===== config.mk =====
export PLATFORM = sky130hd
export DESIGN_NAME = ysyx_22041412_icache
export DESIGN_NICKNAME = d
export VERILOG_FILES = /design/src/rtl/ysyx_22041412_icache.sv
export SDC_FILE = /design/constraint.sdc
export NUM_CORES = 2
export LEC_CHECK = 0
export BUFFER_PORTS_ARGS = -buffer_cell sky130_fd_sc_hd__buf_2
export CAP_MARGIN = 20
export CORE_UTILIZATION = 45
export DETAILED_ROUTE_END_ITERATION = 10
export PLACE_DENSITY = 0.67
export SYNTH_ARGS = -nofsm -noshare
export SYNTH_HDL_FRONTEND = slang
export SYNTH_SLANG_ARGS = --single-unit

===== constraint.sdc =====
create_clock -name clk -period 10.7 [get_ports clk]
set_input_delay 0.535 -clock clk [delete_from_list [all_inputs] [get_ports clk]]
set_output_delay 0.535 -clock clk [all_outputs]
set_load 0.03 [all_outputs]

===== src/rtl/ysyx_22041412_icache.sv =====
// Direct-mapped instruction cache: 16-byte lines held in register arrays,
// refilled from a 64-bit memory port in two beats. fence_i invalidates every line.
module ysyx_22041412_icache #(
   parameter int INDEX_W = 4
) (
   input  logic         clk,
   input  logic         rst,
   input  logic         valid_i,
   input  logic [31:0]  addr_i,
   output logic         ready_o,
   output logic [127:0] data_o,
   input  logic         fence_i,
   output logic         mem_valid_o,
   output logic [31:0]  mem_addr_o,
   input  logic         mem_ready_i,
   input  logic [63:0]  mem_data_i,
   output logic [31:0]  hit_cnt_o,
   output logic [31:0]  miss_cnt_o
);

   // state  | meaning
   // IDLE   | waiting for a fetch; applies pending or fresh fence_i first
   // LOOKUP | compare tag of latched request, answer a hit or start a refill
   // REFILL | collecting two 64-bit beats from memory
   // RESP   | ready_o high for the refilled line

   localparam int LINES = 1 << INDEX_W;
   localparam int TAG_W = 28 - INDEX_W;

   typedef enum logic [1:0] {IDLE, LOOKUP, REFILL, RESP} state_t;

   state_t             state, state_nxt;
   logic [27:0]        req_line;
   logic [INDEX_W-1:0] req_idx;
   logic [TAG_W-1:0]   req_tag;
   logic [LINES-1:0]   valid_q;
   logic [TAG_W-1:0]   tag_mem  [LINES];
   logic [127:0]       data_mem [LINES];
   logic [63:0]        beat0_buf;
   logic               beat;
   logic               fence_pend;
   logic               hit;

   logic do_fence, take_req, lookup_hit, lookup_miss, refill_lo, refill_done;

   // Byte offset within a line never affects what is returned.
   logic unused_offset;
   assign unused_offset = ^addr_i[3:0];

   assign req_idx = req_line[INDEX_W-1:0];
   assign req_tag = req_line[27:INDEX_W];
   assign hit     = valid_q[req_idx] && (tag_mem[req_idx] == req_tag);

   // State register.
   always_ff @(posedge clk) begin
      if (rst) state <= IDLE;
      else     state <= state_nxt;
   end

   // Next-state decode and one-cycle action strobes for the datapath.
   always_comb begin
      state_nxt   = state;
      do_fence    = 1'b0;
      take_req    = 1'b0;
      lookup_hit  = 1'b0;
      lookup_miss = 1'b0;
      refill_lo   = 1'b0;
      refill_done = 1'b0;
      case (state)
         IDLE: begin
            if (fence_pend || fence_i) begin
               do_fence = 1'b1;
            end else if (valid_i) begin
               take_req  = 1'b1;
               state_nxt = LOOKUP;
            end
         end
         LOOKUP: begin
            if (hit) begin
               lookup_hit = 1'b1;
               state_nxt  = IDLE;
            end else begin
               lookup_miss = 1'b1;
               state_nxt   = REFILL;
            end
         end
         REFILL: begin
            if (mem_ready_i) begin
               if (!beat) begin
                  refill_lo = 1'b1;
               end else begin
                  refill_done = 1'b1;
                  state_nxt   = RESP;
               end
            end
         end
         RESP:    state_nxt = IDLE;
         default: state_nxt = IDLE;
      endcase
   end

   // Control/datapath registers: request, response, refill port, counters, valid bits.
   always_ff @(posedge clk) begin
      if (rst) begin
         req_line    <= '0;
         ready_o     <= 1'b0;
         data_o      <= '0;
         mem_valid_o <= 1'b0;
         mem_addr_o  <= '0;
         beat        <= 1'b0;
         beat0_buf   <= '0;
         fence_pend  <= 1'b0;
         hit_cnt_o   <= '0;
         miss_cnt_o  <= '0;
         valid_q     <= '0;
      end else begin
         ready_o <= lookup_hit | refill_done;
         if (take_req) req_line <= addr_i[31:4];
         if (lookup_hit) begin
            data_o    <= data_mem[req_idx];
            hit_cnt_o <= hit_cnt_o + 32'd1;
         end
         if (lookup_miss) begin
            miss_cnt_o  <= miss_cnt_o + 32'd1;
            mem_valid_o <= 1'b1;
            mem_addr_o  <= {req_line, 4'b0000};
            beat        <= 1'b0;
         end
         if (refill_lo) begin
            beat0_buf <= mem_data_i;
            beat      <= 1'b1;
         end
         if (refill_done) begin
            data_o           <= {mem_data_i, beat0_buf};
            mem_valid_o      <= 1'b0;
            beat             <= 1'b0;
            valid_q[req_idx] <= 1'b1;
         end
         if (do_fence) begin
            valid_q    <= '0;
            fence_pend <= 1'b0;
         end else if (fence_i && (state != IDLE)) begin
            fence_pend <= 1'b1;
         end
      end
   end

   // Line storage; no reset needed since valid_q gates every use.
   always_ff @(posedge clk) begin
      if (refill_done && !rst) begin
         data_mem[req_idx] <= {mem_data_i, beat0_buf};
         tag_mem[req_idx]  <= req_tag;
      end
   end

endmodule


# Yosys cells after proc, flatten, opt, wreduce, memory -nomap -nowiden
# Memories as Yosys holds them, arrays and structs flattened. A register that Yosys moved wholly into a read port is not among the register bits.
# Cells that the tools add are included.
totals:
  regBits: 206
  mem_bits_rw: 2432
  input_bits: 101
  elab_cells: 71
  mem_count: 2
  out_inout_bits: 226
mem_list:
  columns: ["memory", "words", "width", "rd", "rd_clocked_by_memory_dff", "write_ports", "line", "rtl"]
  rows:
  - ["data_mem", 16, 128, 1, 1, 1, "38", "logic [127:0] data_mem [LINES];"]
  - ["tag_mem", 16, 24, 1, 1, 1, "37", "logic [TAG_W-1:0] tag_mem [LINES];"]
op_classes:
  eq_ne: 8
  reduce_logical: 13
  n_addsub: 2
  order_cmp: 2
  mux: 31
  bitwise: 2
op_table:
  columns: ["operator", "count"]
  rows:
  - ["$add A32 B1 Y32 const B", 2]
  - ["$eq A24 B24 Y1", 1]
  - ["$mux W1", 21]
  - ["$or A16 B16 Y16", 1]
  - ["$mux W2", 5]
  - ["$mux W4", 2]
  - ["$ne A2 B2 Y1 const B", 4]
  - ["$pmux W2 S4", 1]
  - ["$reduce_bool A2 Y1", 3]
  - ["$lt A4 B5 Y1 const B", 1]
  - ["$bmux W1 S4", 1]
  - ["$demux W1 S4", 1]
  - ["$eq A2 B2 Y1 const B", 2]
  - ["$ge A4 B1 Y1 const B", 1]
  - ["$logic_and A1 B1 Y1", 4]
  - ["$reduce_and A4 Y1", 1]
  - ["$reduce_or A2 Y1", 2]
  - ["$eq A2 B1 Y1 const B", 1]
  - ["$logic_not A2 Y1", 1]
  - ["$logic_not A1 Y1", 1]
  - ["$logic_or A1 B1 Y1", 1]
  - ["$or A1 B1 Y1", 1]

# Logic depth before layout (Yosys ltp)
logic_depth:
  depth_word: 7
  ltp_mapped: 16
  depth_no_buf: 9

# Least setup slack after synthesis
# OpenSTA, ideal clock, no wires.
synth_timing:
  path_kind: "reg-to-reg"
  start: "register req_line[0]"
  end: "memory data_mem[5][0], enable pin"
  setup_time_ns: 0.666
  path_stages_with_launch: 9
  synth_period_minus_slack_ns: 9.366
  n_path_buf: 5
  arrival_time_ns: 8.700
  required_ns: 10.034
  setup_slack_ns: 1.334
  cell_sequence: "dfxtp_1 -> clkbuf_1 -> clkbuf_1 -> clkbuf_1 -> buf_1 -> clkbuf_1 -> nor2b_1 -> nand2_1 -> nor2_1"
synth_lines:
  columns: ["item", "line", "rtl"]
  rows:
  - ["start, declared", "33", "logic [27:0] req_line;"]
  - ["start signal, assigned", "118", "if (take_req) req_line <= addr_i[31:4];"]
  - ["end, declared", "38", null]
# No word-level cell before the write port.

==> summary.md <==
| Metric | Value |
|---|---|
| Status | `complete, no violations` |
| PortBufs | `approximately 320` |
| Clock Path Buffers | `4` |
| Post-synth top flop | `edfxtp_1` |
| Num ports | `around 330` |
| Final Power | `22.4 mW` |
| DRT Pass-1 Iters | `5` |
| Max-cap violations | `0` |
| Number of distinct library cells after synthesis | `65` |
| YS warnings | `0` |
| CTS tree | `done` |
| Worst EP arrival | `between 7 and 8 ns` |
| Slew headroom | `0.249` |
| Post-detailed-route count of antenna-violating nets | `0` |
| Root buffer cell | `clkbuf_16` |
| CP max-delay cell | `nor2b_1` |
| Clk_skew | `~0.062 ns` |
| First-pass GRT wire length | `between 300000 and 400000 um` |
| LEAKAGE | `~40 nW` |
| Maximum achievable frequency | `about 0.16 GHz` |
| Global route overflow | `0` |
| Clk Latency, worst-skew pair | `~0.94 ns` |
| Core Area | `between 200000 and 250000 um2` |
| Slew @ Worst Pin | `between 1 and 1.5 ns` |
| Final critical-path share of the clock period | `0.586` |
| Most frequent cells in the layout | `2432 x edfxtp_1, 705 x mux4_2, 330 x dfxtp_1` |
| Placed insts | `approximately 8600` |
| Worst EP required | `~12 ns` |
| Vias in the first global route | `~56000` |
| Synth Register Bits | `between 2000 and 3000` |
| HPWL after detailed placement | `between 100000 and 150000 um` |
| Max incr delay on CP | `0.93 ns` |
| Number of vias per cell | `between 6 and 7` |
| H-tree Lvls | `5` |
| Gr usage total | `0.226` |
| Post_cts resized | `0` |
| Die Area | `approximately 240000 um2` |
| Post-synth EDFFs | `2432` |
| Initial Util | `0.455` |
| Routed WL | `between 200000 and 300000 um` |
| Most common cell after layout, fill and taps aside | `edfxtp_1` |
| Crit. End Element | `flop` |
| Gate Count Post-Synth | `about 5400` |
| Worst hold path type | `input pin to flop` |
| CP delay by family, top | `buffers and inverters` |
| Crit path buffers/inverters | `4` |
| Antenna violations before repair | `26` |
| Largest net degree at the start of global routing | `between 100 and 150` |
| Die Y | `slightly below 500 um` |
| Initial DRC count | `between 6000 and 7000` |
| Final min period | `approximately 6.3 ns` |
| Row count | `around 180` |
| Pre-CTS setup slack | `between 4 and 5 ns` |
| Setup crit start kind | `flop` |
| Final Cell Area | `approximately 120000 um2` |
| Endpoints failing hold | `0` |
| # fillers | `18134` |
| Clock sink total | `between 2000 and 3000` |
| Peak supply drop | `~0.00014 V` |
| Die X | `488 um` |
| Most frequent cell on the critical path | `buf_4` |
| Sequential share of the synthesized area | `0.751` |
| Non-Filler Instances | `approximately 9000` |
| Mapped Area | `between 100000 and 150000 um2` |
| Gpl congestion | `about 0.76` |
| Drt drc | `0` |
| CTS Buf Count | `between 300 and 400` |
| Critical path, cell by cell | `buf_4 -> nor2b_1 -> a22oi_1 -> nand2_1 -> xnor2_1 -> o31ai_1 -> o221a_2 -> nand4_1 -> buf_4 -> buf_4 -> buf_4 -> nor3_1 -> nor4_1` |
| Post-Syn Area per Cell | `between 15 and 20 um2` |
| Async SR Flop Fraction | `0` |
| Worst setup margin | `4.43 ns` |
| Area growth syn-to-layout | `14.6%` |
| WL per Instance | `about 29 um` |
| Reg clk slew, reported paths | `roughly 0.060 ns` |
| RSZ-0062 raised after global routing | `no` |
| Final Max Tran Viols | `0` |
| Crit Path Category | `flop to flop` |
| Fin Setup TNS | `0 ns` |
| Via Count | `about 56000` |
| Fin nets | `about 6000` |
| CP max FO | `~70` |
| Layout cells sized above 1 | `0.271` |
| PwrDens | `between 150 and 200 nW/um2` |
| Cell area after placement | `between 100000 and 150000 um2` |
| Final setup fails | `0` |
[flip-flops by register name (all words and copies together), names as in the netlist, named ones only]
name / cells
mem_valid_o: 1
fence_pend: 1
miss_cnt_o: 32
tag_mem: 384
beat0_buf: 64
req_line: 28
data_o: 128
mem_addr_o: 28
beat: 1
valid_q: 16
data_mem: 2048
ready_o: 1
hit_cnt_o: 32
state: 1
[synthesized netlist by cell type, drive strengths merged, types with 8 or more instances]
master / count / area share
nor4: 138 / 0.0082
o21ai: 42 / 0.0020
nor2: 207 / 0.0073
o41ai: 11 / 0.00091
buf: 98 / 0.0052
clkbuf: 259 / 0.0092
mux2: 26 / 0.0028
nor3: 146 / 0.0069
a22oi: 26 / 0.0018
o22ai: 10 / 0.00059
and3: 14 / 0.00082
a31oi: 8 / 0.00047
xnor2: 11 / 0.00091
o211ai: 18 / 0.0013
nand2: 255 / 0.0090
a31o: 9 / 0.00074
mux2i: 78 / 0.0074
nand3: 64 / 0.0030
inv: 28 / 0.00099
a21oi: 154 / 0.0073
a221oi: 9 / 0.00092
o31ai: 9 / 0.00064
or2: 12 / 0.00071
dfxtp: 338 / 0.064
nor2b: 26 / 0.0015
o311ai: 12 / 0.00099
or4: 23 / 0.0016
and2: 8 / 0.00047
nand4: 23 / 0.0014
edfxtp: 2432 / 0.69
nor3b: 130 / 0.0092
mux4: 705 / 0.15
or3: 8 / 0.00047
[timing repair]
item,4_1_cts,5_1_grt
hold buffers,92,0
buffers inserted,0,0
hold endpoints to repair,1037,0
[cell families after synthesis]
family / share of synthesized area
compound gates: 0.0201
xor+xnor: 0.00148
fa+ha+maj: 0.000236
buf+inv: 0.0153
flops: 0.751
mux: 0.160
other cells: 0.0000353
simple gates: 0.0519
[layout make-up]
type                    count  area, um2  area share
flip-flops and latches   2770      79800       0.656
clock inverters           116        958     0.00787
diodes                      9       22.5    0.000185
well taps                3132       3920      0.0322
inverters                  28        105    0.000864
repair buffers            526       3540      0.0291
clock buffers             412       8390      0.0689
multi-input cells        2241      25000       0.205
[per-stage QoR]
stage          hold slack [ns]   util
2_1_floorplan            0.431      -
3_3_place_gp             0.443  0.477
3_5_place_dp             0.453  0.477
4_1_cts                0.00382  0.521
5_1_grt                 0.0351  0.521
6_report                0.0598  0.521
[final timing paths]
path,from,to,slack (ns),cells past startpoint
hold reg to reg,mem_valid_o,mem_valid_o,0.47,1
setup reg to reg,flop,data_o[110],4.43,13
hold / removal,addr_i[5],req_line[1],0.06,3
setup / recovery,flop,data_o[110],4.43,13
[worst min-delay path: stages]
cell	delay (ns)
buf_2	0.10
nand2_1	0.12
a21oi_1	0.15
[layer usage]
metal  up-vias  wire [um]  GRT usage
met5         -        151          0
met1     29476     107000      0.310
met4        22       7760     0.0732
met3       455      23200     0.0504
li1      23130          -          -
met2      2428     130000      0.360
[report_power, final]
| group | total (mW) | switching, mW | internal (mW) |
|---|---|---|---|
| logic | 0.730 | 0.418 | 0.311 |
| clock network | 9.90 | 4.09 | 5.81 |
| registers | 11.8 | 0.0695 | 11.7 |
| total | 22.4 | 4.58 | 17.8 |
(Power assumes the default switching activity.)
